**src/rtl/perm_pkg.sv**
```systemverilog
// Shared types and constants for the permission-check arbiter: FSM states,
// port encoding, permission/fault bit positions and the latched request record.
package perm_pkg;

  typedef enum logic [1:0] {
    ST_IDLE  = 2'd0,
    ST_CHECK = 2'd1,
    ST_RESP  = 2'd2
  } state_e;

  localparam logic PORT_I = 1'b0;
  localparam logic PORT_D = 1'b1;

  // Permission vector layout {X,W,R}
  localparam int PERM_R = 0;
  localparam int PERM_W = 1;
  localparam int PERM_X = 2;

  // Fault vector layout {bad_req, priv_rel, no_exec, wr_prot, no_read}
  localparam int FLT_NO_READ  = 0;
  localparam int FLT_WR_PROT  = 1;
  localparam int FLT_NO_EXEC  = 2;
  localparam int FLT_PRIV_REL = 3;
  localparam int FLT_BAD_REQ  = 4;

  localparam logic [7:0] FLT_CNT_MAX = 8'hFF;

  typedef struct packed {
    logic       port;
    logic       req_r;
    logic       req_w;
    logic       req_x;
    logic       is_user;
    logic [2:0] u_perm;
    logic [2:0] s_perm;
    logic       tt_bypass;
  } req_t;

  function automatic logic [7:0] sat_inc8(input logic [7:0] v);
    return (v == FLT_CNT_MAX) ? v : v + 8'd1;
  endfunction

endpackage

```
**src/rtl/perm_check.sv**
```systemverilog
// Combinational permission evaluator: maps one access (r/w/x one-hot, privilege,
// user/supervisor permissions, translation bypass) to allow and a fault vector.
module perm_check
  import perm_pkg::*;
(
  input  logic       req_r_i,
  input  logic       req_w_i,
  input  logic       req_x_i,
  input  logic       is_user_i,
  input  logic [2:0] u_perm_i,
  input  logic [2:0] s_perm_i,
  input  logic       tt_bypass_i,
  output logic       allow_o,
  output logic [4:0] fault_o
);

  logic [2:0] need;
  logic [2:0] eff;
  logic       one_hot;
  logic       user_denied;
  logic       sup_grants;

  always_comb begin
    need        = {req_x_i, req_w_i, req_r_i};
    eff         = is_user_i ? u_perm_i : s_perm_i;
    one_hot     = (need == 3'b001) || (need == 3'b010) || (need == 3'b100);
    user_denied = |(need & ~u_perm_i);
    sup_grants  = ((need & s_perm_i) == need);

    fault_o              = '0;
    fault_o[FLT_BAD_REQ] = ~one_hot;
    // Transparent translation skips the permission table, but a malformed
    // request is still reported.
    if (!tt_bypass_i) begin
      fault_o[FLT_NO_READ]  = need[PERM_R] & ~eff[PERM_R];
      fault_o[FLT_WR_PROT]  = need[PERM_W] & ~eff[PERM_W];
      fault_o[FLT_NO_EXEC]  = need[PERM_X] & ~eff[PERM_X];
      fault_o[FLT_PRIV_REL] = is_user_i & user_denied & sup_grants;
    end
    allow_o = (fault_o == 5'd0);
  end

endmodule

```
**src/rtl/perm_arbiter.sv**
```systemverilog
// Two-port (instruction/data) permission-check arbiter: round-robin grant,
// one shared checker, registered response and a sticky first-fault record.
module perm_arbiter
  import perm_pkg::*;
(
  input  logic       clk,
  input  logic       rst,

  input  logic       i_req_valid,
  output logic       i_req_ready,
  input  logic       i_is_user,
  input  logic       i_tt_bypass,
  input  logic [2:0] i_u_perm,
  input  logic [2:0] i_s_perm,

  input  logic       d_req_valid,
  output logic       d_req_ready,
  input  logic       d_req_wr,
  input  logic       d_is_user,
  input  logic       d_tt_bypass,
  input  logic [2:0] d_u_perm,
  input  logic [2:0] d_s_perm,

  output logic       rsp_valid,
  input  logic       rsp_ready,
  output logic       rsp_port,
  output logic       rsp_allow,
  output logic [4:0] rsp_fault,

  output logic       flt_valid,
  output logic       flt_port,
  output logic [4:0] flt_code,
  output logic       flt_ovf,
  output logic [7:0] flt_cnt,
  input  logic       flt_clear
);

  state_e     state_q;
  logic       last_grant_q;
  req_t       req_q;
  req_t       req_d;

  logic       rsp_valid_q;
  logic       rsp_port_q;
  logic       rsp_allow_q;
  logic [4:0] rsp_fault_q;

  logic       flt_valid_q, flt_valid_d;
  logic       flt_port_q,  flt_port_d;
  logic [4:0] flt_code_q,  flt_code_d;
  logic       flt_ovf_q,   flt_ovf_d;
  logic [7:0] flt_cnt_q,   flt_cnt_d;

  logic       grant_i;
  logic       grant_d;
  logic       accept;
  logic       chk_allow;
  logic [4:0] chk_fault;
  logic       chk_faulting;

  // Round-robin: on a tie the port not granted last wins.
  always_comb begin
    grant_i = 1'b0;
    grant_d = 1'b0;
    if (state_q == ST_IDLE && !rst) begin
      if (i_req_valid && d_req_valid) begin
        if (last_grant_q == PORT_D) grant_i = 1'b1;
        else                        grant_d = 1'b1;
      end else if (i_req_valid) begin
        grant_i = 1'b1;
      end else if (d_req_valid) begin
        grant_d = 1'b1;
      end
    end
  end

  assign i_req_ready = grant_i;
  assign d_req_ready = grant_d;
  assign accept      = grant_i | grant_d;

  always_comb begin
    req_d = '0;
    if (grant_d) begin
      req_d.port      = PORT_D;
      req_d.req_r     = ~d_req_wr;
      req_d.req_w     = d_req_wr;
      req_d.req_x     = 1'b0;
      req_d.is_user   = d_is_user;
      req_d.u_perm    = d_u_perm;
      req_d.s_perm    = d_s_perm;
      req_d.tt_bypass = d_tt_bypass;
    end else begin
      req_d.port      = PORT_I;
      req_d.req_r     = 1'b0;
      req_d.req_w     = 1'b0;
      req_d.req_x     = 1'b1;
      req_d.is_user   = i_is_user;
      req_d.u_perm    = i_u_perm;
      req_d.s_perm    = i_s_perm;
      req_d.tt_bypass = i_tt_bypass;
    end
  end

  // Operand latch is pure data; its contents are only used while in CHECK.
  always_ff @(posedge clk) begin
    if (accept) req_q <= req_d;
  end

  perm_check u_check (
    .req_r_i     (req_q.req_r),
    .req_w_i     (req_q.req_w),
    .req_x_i     (req_q.req_x),
    .is_user_i   (req_q.is_user),
    .u_perm_i    (req_q.u_perm),
    .s_perm_i    (req_q.s_perm),
    .tt_bypass_i (req_q.tt_bypass),
    .allow_o     (chk_allow),
    .fault_o     (chk_fault)
  );

  assign chk_faulting = (state_q == ST_CHECK) && (chk_fault != 5'd0);

  always_ff @(posedge clk or posedge rst) begin
    if (rst) begin
      state_q      <= ST_IDLE;
      last_grant_q <= PORT_D;
      rsp_valid_q  <= 1'b0;
      rsp_port_q   <= 1'b0;
      rsp_allow_q  <= 1'b0;
      rsp_fault_q  <= 5'd0;
    end else begin
      case (state_q)
        ST_IDLE: begin
          if (accept) begin
            last_grant_q <= grant_d ? PORT_D : PORT_I;
            state_q      <= ST_CHECK;
          end
        end
        ST_CHECK: begin
          rsp_valid_q <= 1'b1;
          rsp_port_q  <= req_q.port;
          rsp_allow_q <= chk_allow;
          rsp_fault_q <= chk_fault;
          state_q     <= ST_RESP;
        end
        ST_RESP: begin
          if (rsp_ready) begin
            rsp_valid_q <= 1'b0;
            state_q     <= ST_IDLE;
          end
        end
        default: state_q <= ST_IDLE;
      endcase
    end
  end

  // Clear is applied first so a fault on the same edge starts a fresh record.
  always_comb begin
    flt_valid_d = flt_valid_q;
    flt_port_d  = flt_port_q;
    flt_code_d  = flt_code_q;
    flt_ovf_d   = flt_ovf_q;
    flt_cnt_d   = flt_cnt_q;
    if (flt_clear) begin
      flt_valid_d = 1'b0;
      flt_ovf_d   = 1'b0;
      flt_cnt_d   = 8'd0;
    end
    if (chk_faulting) begin
      if (!flt_valid_d) begin
        flt_valid_d = 1'b1;
        flt_port_d  = req_q.port;
        flt_code_d  = chk_fault;
      end else begin
        flt_ovf_d   = 1'b1;
      end
      flt_cnt_d = sat_inc8(flt_cnt_d);
    end
  end

  always_ff @(posedge clk or posedge rst) begin
    if (rst) begin
      flt_valid_q <= 1'b0;
      flt_port_q  <= 1'b0;
      flt_code_q  <= 5'd0;
      flt_ovf_q   <= 1'b0;
      flt_cnt_q   <= 8'd0;
    end else begin
      flt_valid_q <= flt_valid_d;
      flt_port_q  <= flt_port_d;
      flt_code_q  <= flt_code_d;
      flt_ovf_q   <= flt_ovf_d;
      flt_cnt_q   <= flt_cnt_d;
    end
  end

  assign rsp_valid = rsp_valid_q;
  assign rsp_port  = rsp_port_q;
  assign rsp_allow = rsp_allow_q;
  assign rsp_fault = rsp_fault_q;
  assign flt_valid = flt_valid_q;
  assign flt_port  = flt_port_q;
  assign flt_code  = flt_code_q;
  assign flt_ovf   = flt_ovf_q;
  assign flt_cnt   = flt_cnt_q;

endmodule

```
**config.mk**
```make
export PLATFORM = sky130hd
export DESIGN_NAME = perm_arbiter
export DESIGN_NICKNAME = d
export VERILOG_FILES = /design/src/rtl/perm_pkg.sv /design/src/rtl/perm_check.sv /design/src/rtl/perm_arbiter.sv
export SDC_FILE = /design/constraint.sdc
export NUM_CORES = 1
export LEC_CHECK = 0
export BUFFER_PORTS_ARGS = -buffer_cell sky130_fd_sc_hd__buf_2
export CAP_MARGIN = 20
export CORE_UTILIZATION = 40
export DETAILED_ROUTE_END_ITERATION = 12
export GPL_ROUTABILITY_DRIVEN = 1
export REMOVE_ABC_BUFFERS = 1
export SLEW_MARGIN = 5
export SYNTH_ARGS = -nofsm -noshare
export SYNTH_HDL_FRONTEND = slang
export SYNTH_SLANG_ARGS = --single-unit
export TNS_END_PERCENT = 10
```
**constraint.sdc**
```tcl
create_clock -name clk -period 5.4 [get_ports clk]
set_input_delay 0 -clock clk [delete_from_list [all_inputs] [get_ports clk]]
set_output_delay 0 -clock clk [all_outputs]
set_load 0.005 [all_outputs]
```
==> results of run 1 <==
layer usage:
layer  vias to the layer above  routed length [microns]  global-route usage
met2                        44                     1710               0.299
met4                         0                       66              0.0944
met3                         8                      178              0.0461
met1                       687                     1700               0.219
li1                        746                        -                   -
met5                         -                        0                   0
logic make-up (layout without fill, tap and decap cells):
family                   count (synthesis)  after routing  synth area share
AO/OA/AOI/OAI                           27             27             0.104
XOR/XNOR                                 4              4            0.0195
adder cells (fa/ha/maj)                  1              1           0.00698
buffers and inverters                   13             86            0.0314
flip-flops                              39             39             0.579
multiplexers                             7              7            0.0447
AND/OR/NAND/NOR                         84             84             0.215
per-stage QoR:
step	cells	utilization	hold WS, ps	instance area, sq um	setup slack [ps]
final	298	0.585	97.4	2420	3160
after detailed placement	269	0.500	224	2070	3360
after global placement	269	0.500	229	2070	3480
after CTS	296	0.579	5.88	2400	3170
after floorplan	171	-	52.0	1770	3630
after global routing	298	0.585	133	2420	2880
worst max-delay path: cells and delay by family, from the launching register on:
| kind | cells | cell delay [ps] |
|---|---|---|
| buf+inv | 2 | 930 |
| flops | 1 | 410 |
| simple gates | 4 | 760 |
where the power goes:
group,internal (uW),total [uW],switching [uW]
Clock,184,285,101
Combinational,138,276,138
Sequential,399,451,51.5
synthesized netlist by cell type (5+ instances only):
cell	number
edfxtp_1	12
nor2b_1	6
o2bb2ai_1	5
nand3_1	8
nor2_1	9
o21ai_0	10
inv_1	9
mux2i_1	5
nand2_1	45
dfrtp_1	26
registers in the layout (all words and copies together) (netlist names):
| register | cells |
|---|---|
| state_q | 2 |
| flt_ovf | 1 |
| rsp_port | 1 |
| flt_valid | 1 |
| req_q | 12 |
| rsp_fault | 5 |
| rsp_valid | 1 |
| last_grant_q | 1 |
| flt_port | 1 |
| flt_code | 5 |
| flt_cnt | 8 |
| rsp_allow | 1 |
layout make-up:
| cell class | count | area (sq um) |
|---|---|---|
| Fill cell | 380 | 1720 |
| Sequential cell | 39 | 1040 |
| Multi-Input combinational cell | 123 | 699 |
| Timing Repair Buffer | 69 | 455 |
| Clock buffer | 5 | 68.8 |
| Clock inverter | 3 | 67.6 |
| Tap cell | 50 | 62.6 |
| Inverter | 9 | 33.8 |
worst max-delay path by stage:
stage          slack, ps       start       end
2_1_floorplan       3630  state_q[1]  req_q[0]
3_3_place_gp        3480  state_q[1]  req_q[5]
3_5_place_dp        3360  state_q[1]  req_q[5]
4_1_cts             3170  state_q[1]  req_q[3]
5_1_grt             2880  state_q[1]  req_q[3]
6_report            3160  state_q[1]  req_q[3]
repair_timing:
item,CTS,global route
hold buffers,19,1
hold endpoints to repair,13,11
endpoints found under the setup margin,0,0
==> results.py, run 1 <==
metrics = {
    "outcome": {
        "run_status": "completed",
    },
    "critical_path": {
        "crit_path_max_fanout": 13,
        "critical_path.cell_chain": "nor3_1 -> nand3_1 -> inv_1 -> nand2_1 -> nand2_1 -> dlygate4sd3_1",
        "cpMostUsedCell": "nand2_1",
        "timing_worst_setup_path_type": "reg2reg",
        "worstPathArrival_ps": 2400,
        "timing.reg2reg.worst_path_depth": 6,
        "worst_ep_required_time_ps": 5560,
        "worst_path_largest_cell_delay_ps": 540,
        "worst_path_slowest_cell": "dlygate4sd3_1",
        "launch_point_of_the_worst_reg_to_reg_path": "state_q[1]",
        "rrSetupSlack_ps": 3160,
        "crit_path_start_kind": "register",
        "kind_of_capture_point_of_the_worst_setup_path": "register",
        "critical_path.reg2reg.endpoint": "req_q[3]",
    },
    "cts": {
        "clkSlewWorstSetupHoldPaths_ps": 70,
        "htree_num_levels": 2,
        "clk-insertion-delay-late_ps": 290,
        "cts.sinks": 39,
        "post_cts_setup_repair_bufs": 0,
        "cts_inserted_buffers": 5,
        "tritoncts": "yes",
        "cts_max_path_buffers": 2,
        "cts.root.buffer_cell": "clkbuf_8",
        "cts.repair.resized": 0,
    },
    "synthesis": {
        "mappedNetlistArea_sq_um": 1790,
        "synth-seq-cells": 39,
        "synth.area.top_cells": "dfrtp_1 36%, edfxtp_1 20%, nand2_1 9.4%",
        "synth-async-reset-ratio": 0.692,
        "syn-instance-count": 175,
        "synth_top_flop_cell": "dfrtp_1",
        "synth_largest_type_area_fraction": 0.363,
        "ys_types": 37,
        "yosysSeqAreaShare": 0.579,
        "postSynthAreaPerCell_sq_um": 10.2,
        "synthesis.yosys.warnings": 0,
        "number_of_synthesized_flops_with_an_enable_pin": 12,
        "synth_top_area_cell": "dfrtp_1",
    },
    "floorplan": {
        "die_w_microns": 69.0,
        "die_area_sq_um": 4750,
        "initial_core_util": 0.433,
        "core_region_sq_um": 4140,
        "die-height_microns": 69.0,
        "fp-row-count": 23,
        "num_io_pins": 49,
    },
    "final_layout": {
        "antenna_cells": 0,
        "syn_to_final_growth_pct": 35.2,
        "layout_commonest_cell": "buf_2",
        "num-nets-final": 271,
        "most-common-layout-cells": "48 x buf_2, 45 x nand2_1, 26 x dfrtp_1",
        "layout_cell_share_with_drive_strength_beyond_1": 0.262,
    },
    "power_and_ir_drop": {
        "power_density_nw_per_um2": 417,
        "total_power_uw": 1010,
        "vdd_ir_drop_max_mv": 0.228,
        "power_leakage_uw": 0.00119,
    },
    "min_path": {
        "hold_class": "in2reg",
        "hold_path_startpoint": "i_req_valid",
        "worst_hold_path.num_cells": 3,
        "min_to": "last_grant_q",
    },
    "route": {
        "drtPass1Iterations": 4,
        "routedWlPerCell_microns": 12.2,
        "drt_wl_total_mm": 3.65,
        "via_count": 1485,
        "drc": 0,
        "route.antenna.remaining_nets": 0,
        "drtIter0Drc": 89,
        "avgViaCountPerCell": 4.98,
    },
    "placement": {
        "place_hpwl_mm": 2.76,
        "gp_congestion": 0.863,
        "port-buffer-count": 48,
    },
    "timing": {
        "fmax_mhz": 447,
        "period_minus_slack_ps": 2240,
        "rsz_0062_raised_after_global_routing": "no",
        "tightestPinTransition_ps": 528,
        "maxSlewViolCount": 0,
        "final_hold_viol_count": 0,
        "slew_headroom": 0.647,
        "setup_total_negative_slack_ps": 0,
        "final.period_utilization": 0.414,
        "finalSetupViolCount": 0,
        "clock_skew_ps": 3.14,
    },
    "global_route": {
        "grt_max_degree": 28,
        "antenna_found_initial": 0,
        "first_pass_grt_wire_length_mm": 6.26,
        "first_global_vias": 1444,
        "globalRouteTotalUtil": 0.182,
        "grt-ovfl-total": 0,
    },
    "job": {
        "max_cap_violations": 0,
    },
}
Note: power is estimated with default switching activity, not from simulation.
==> run 2, diff against run 1 <==
PLACE_DENSITY = 0.66   (was unset)
clock period = 1.8 ns   (was 5.4 ns; I/O delays follow)
==> run 2 against run 1 <==
  * Clock skew is 1.6 ps higher
  * Sequential power grew to 3.0 times the previous value
  * Critical path depth is 1 lower
  * Combinational power grew to 3.6 times the previous value
  * First-iteration DRC count is 25% lower
  * Register-to-register slack worse by 3100 ps
  * Count of clock-buffer cells in the layout stayed put
  * Cell count is 5.0% higher
  * Die area stayed put
  * Global-route usage is 0.50 points higher
  * Sequential cell count stayed put
  * Largest cell class unchanged
==> results.py, run 2 (synthesis results as in run 1) <==
metrics = {
    "global_route": {
        "grt_max_degree": 28,
        "first_pass_grt_wire_length_mm": 6.26,
        "globalRouteTotalUtil": 0.187,
        "antenna_found_initial": 0,
        "grt.met2_usage": 0.275,
        "grt_util_met3": 0.0592,
        "gr-max-usage-layer": "met2",
        "first_global_vias": 1339,
        "grt-ovfl-total": 0,
        "grt_use_met1": 0.253,
    },
    "final_layout": {
        "multi_input_comb_area_sq_um": 774,
        "stdcell_count": 313,
        "ff_latch_area_sq_um": 1040,
        "most-common-layout-cells": "48 x buf_2, 45 x nand2_1, 26 x dfrtp_1",
        "num-nets-final": 286,
        "number_of_flip_flops_under_the_largest_register_name": 12,
        "antenna_cells": 0,
        "layout_commonest_cell": "buf_2",
        "register_with_the_most_flip_flops": "req_q",
        "layout_cell_share_with_drive_strength_beyond_1": 0.354,
        "final_layout_fill_cell_count": 340,
        "syn_to_final_growth_pct": 43.9,
        "core_util_final": 0.623,
    },
    "floorplan": {
        "die-height_microns": 69.0,
        "die_w_microns": 69.0,
        "fp-row-count": 23,
        "core_region_sq_um": 4140,
        "initial_core_util": 0.433,
        "num_io_pins": 49,
        "die_area_sq_um": 4750,
    },
    "route": {
        "routedWlPerCell_microns": 12.7,
        "route.antenna.remaining_nets": 0,
        "drc": 0,
        "via_count": 1495,
        "drtIter0Drc": 67,
        "drtPass1Iterations": 4,
        "avgViaCountPerCell": 4.78,
        "drt_wl_total_mm": 3.98,
    },
    "placement": {
        "place_hpwl_mm": 2.63,
        "port-buffer-count": 48,
        "gp_congestion": 0.758,
        "place_ws_ps": -9.84,
        "placed_cells_incl_taps": 281,
    },
    "timing": {
        "layout_setup_ws_ps": 23.1,
        "final.period_utilization": 0.987,
        "final_hold_viol_count": 0,
        "finalSetupViolCount": 0,
        "fmax_mhz": 563,
        "fin_hold_ws_ps": 101,
        "slew_headroom": 0.778,
        "maxSlewViolCount": 0,
        "tightestPinTransition_ps": 333,
        "clock_skew_ps": 4.78,
        "period_minus_slack_ps": 1780,
        "rsz_0062_raised_after_global_routing": "yes",
    },
    "cts": {
        "htree_num_levels": 2,
        "clkSlewWorstSetupHoldPaths_ps": 70,
        "cts_max_path_buffers": 2,
        "cts.root.buffer_cell": "clkbuf_8",
        "clk-insertion-delay-late_ps": 300,
        "tritoncts": "yes",
        "cts_inserted_buffers": 5,
        "cts.sinks": 39,
    },
    "outcome": {
        "run_status": "completed",
    },
    "critical_path": {
        "worstPathArrival_ps": 1950,
        "timing_worst_setup_path_type": "reg2reg",
        "launch_point_of_the_worst_reg_to_reg_path": "req_q[7]",
        "worst_ep_required_time_ps": 1980,
        "crit_path_start_kind": "register",
        "crit_path_max_fanout": 4,
        "crit_path_start": "req_q[7]",
        "kind_of_capture_point_of_the_worst_setup_path": "register",
    },
    "power_and_ir_drop": {
        "vdd_ir_drop_max_mv": 0.559,
        "power_leakage_uw": 0.00125,
        "power_density_nw_per_um2": 1190,
    },
    "job": {
        "max_cap_violations": 0,
    },
    "min_path": {
        "hold_path_startpoint": "i_req_valid",
        "hold_class": "in2reg",
    },
}
==> run 2: changes by cell type in the layout (fill, tap and decap cells not counted), sizes merged <==
cell      before  now
bufinv         2    1
clkinvlp       1    0
clkinv         0    2
buf           49   64
==> run 2: repair_timing <==
item / CTS / global route
hold endpoints to repair: 40 / 0
hold buffers: 20 / 0
gates cloned: 0 / 0
setup buffers: 0 / 4
endpoints found under the setup margin: 1 / 11
pin swaps: 0 / 6
resized for setup: 2 / 15
==> run 2: final cells by class <==
type                            instances  area share
Clock buffer                            5      0.0267
Clock inverter                          3      0.0150
Inverter                                9      0.0131
Multi-Input combinational cell        123       0.300
Sequential cell                        39       0.402
Tap cell                               50      0.0242
Timing Repair Buffer                   84       0.219
==> run 2: metrics by stage <==
stage | cell area, sq um | power, uW | TNS [ps]
floorplan | 1770 | 1820 | 0
global placement | 2160 | 2220 | 0
detailed placement | 2160 | 2240 | -9.84
CTS | 2480 | 2980 | 0
global route | 2580 | 3300 | -281
finish | 2580 | 3070 | 0
==> run 2: power by group <==
group,switching [uW],leakage [uW],internal [uW]
combinational,467,0.000731,535
sequential,164,0.000467,1200
clock,303,0.0000556,406
==> run 2: critical path: stages (launching register included) <==
cell	delay, ps
edfxtp_1	470
mux2i_2	280
a32oi_2	180
and3_4	210
or2_4	230
mux2_4	290
==> run 2: worst paths after layout <==
path,end,slack [ps],cells after the start
max in group asynchronous,last_grant_q,1170,4
worst min-delay path,last_grant_q,100,3
min in group asynchronous,state_q[0],330,4
worst max register to register,flt_port,20,5
worst max-delay path,flt_port,20,5
worst min register to register,rsp_port,470,2
==> run 2: routing by layer <==
layer | up-vias | wire [microns]
met4 | 0 | 63
li1 | 775 | -
met5 | - | 0
met2 | 41 | 1810
met1 | 673 | 1890
met3 | 6 | 212
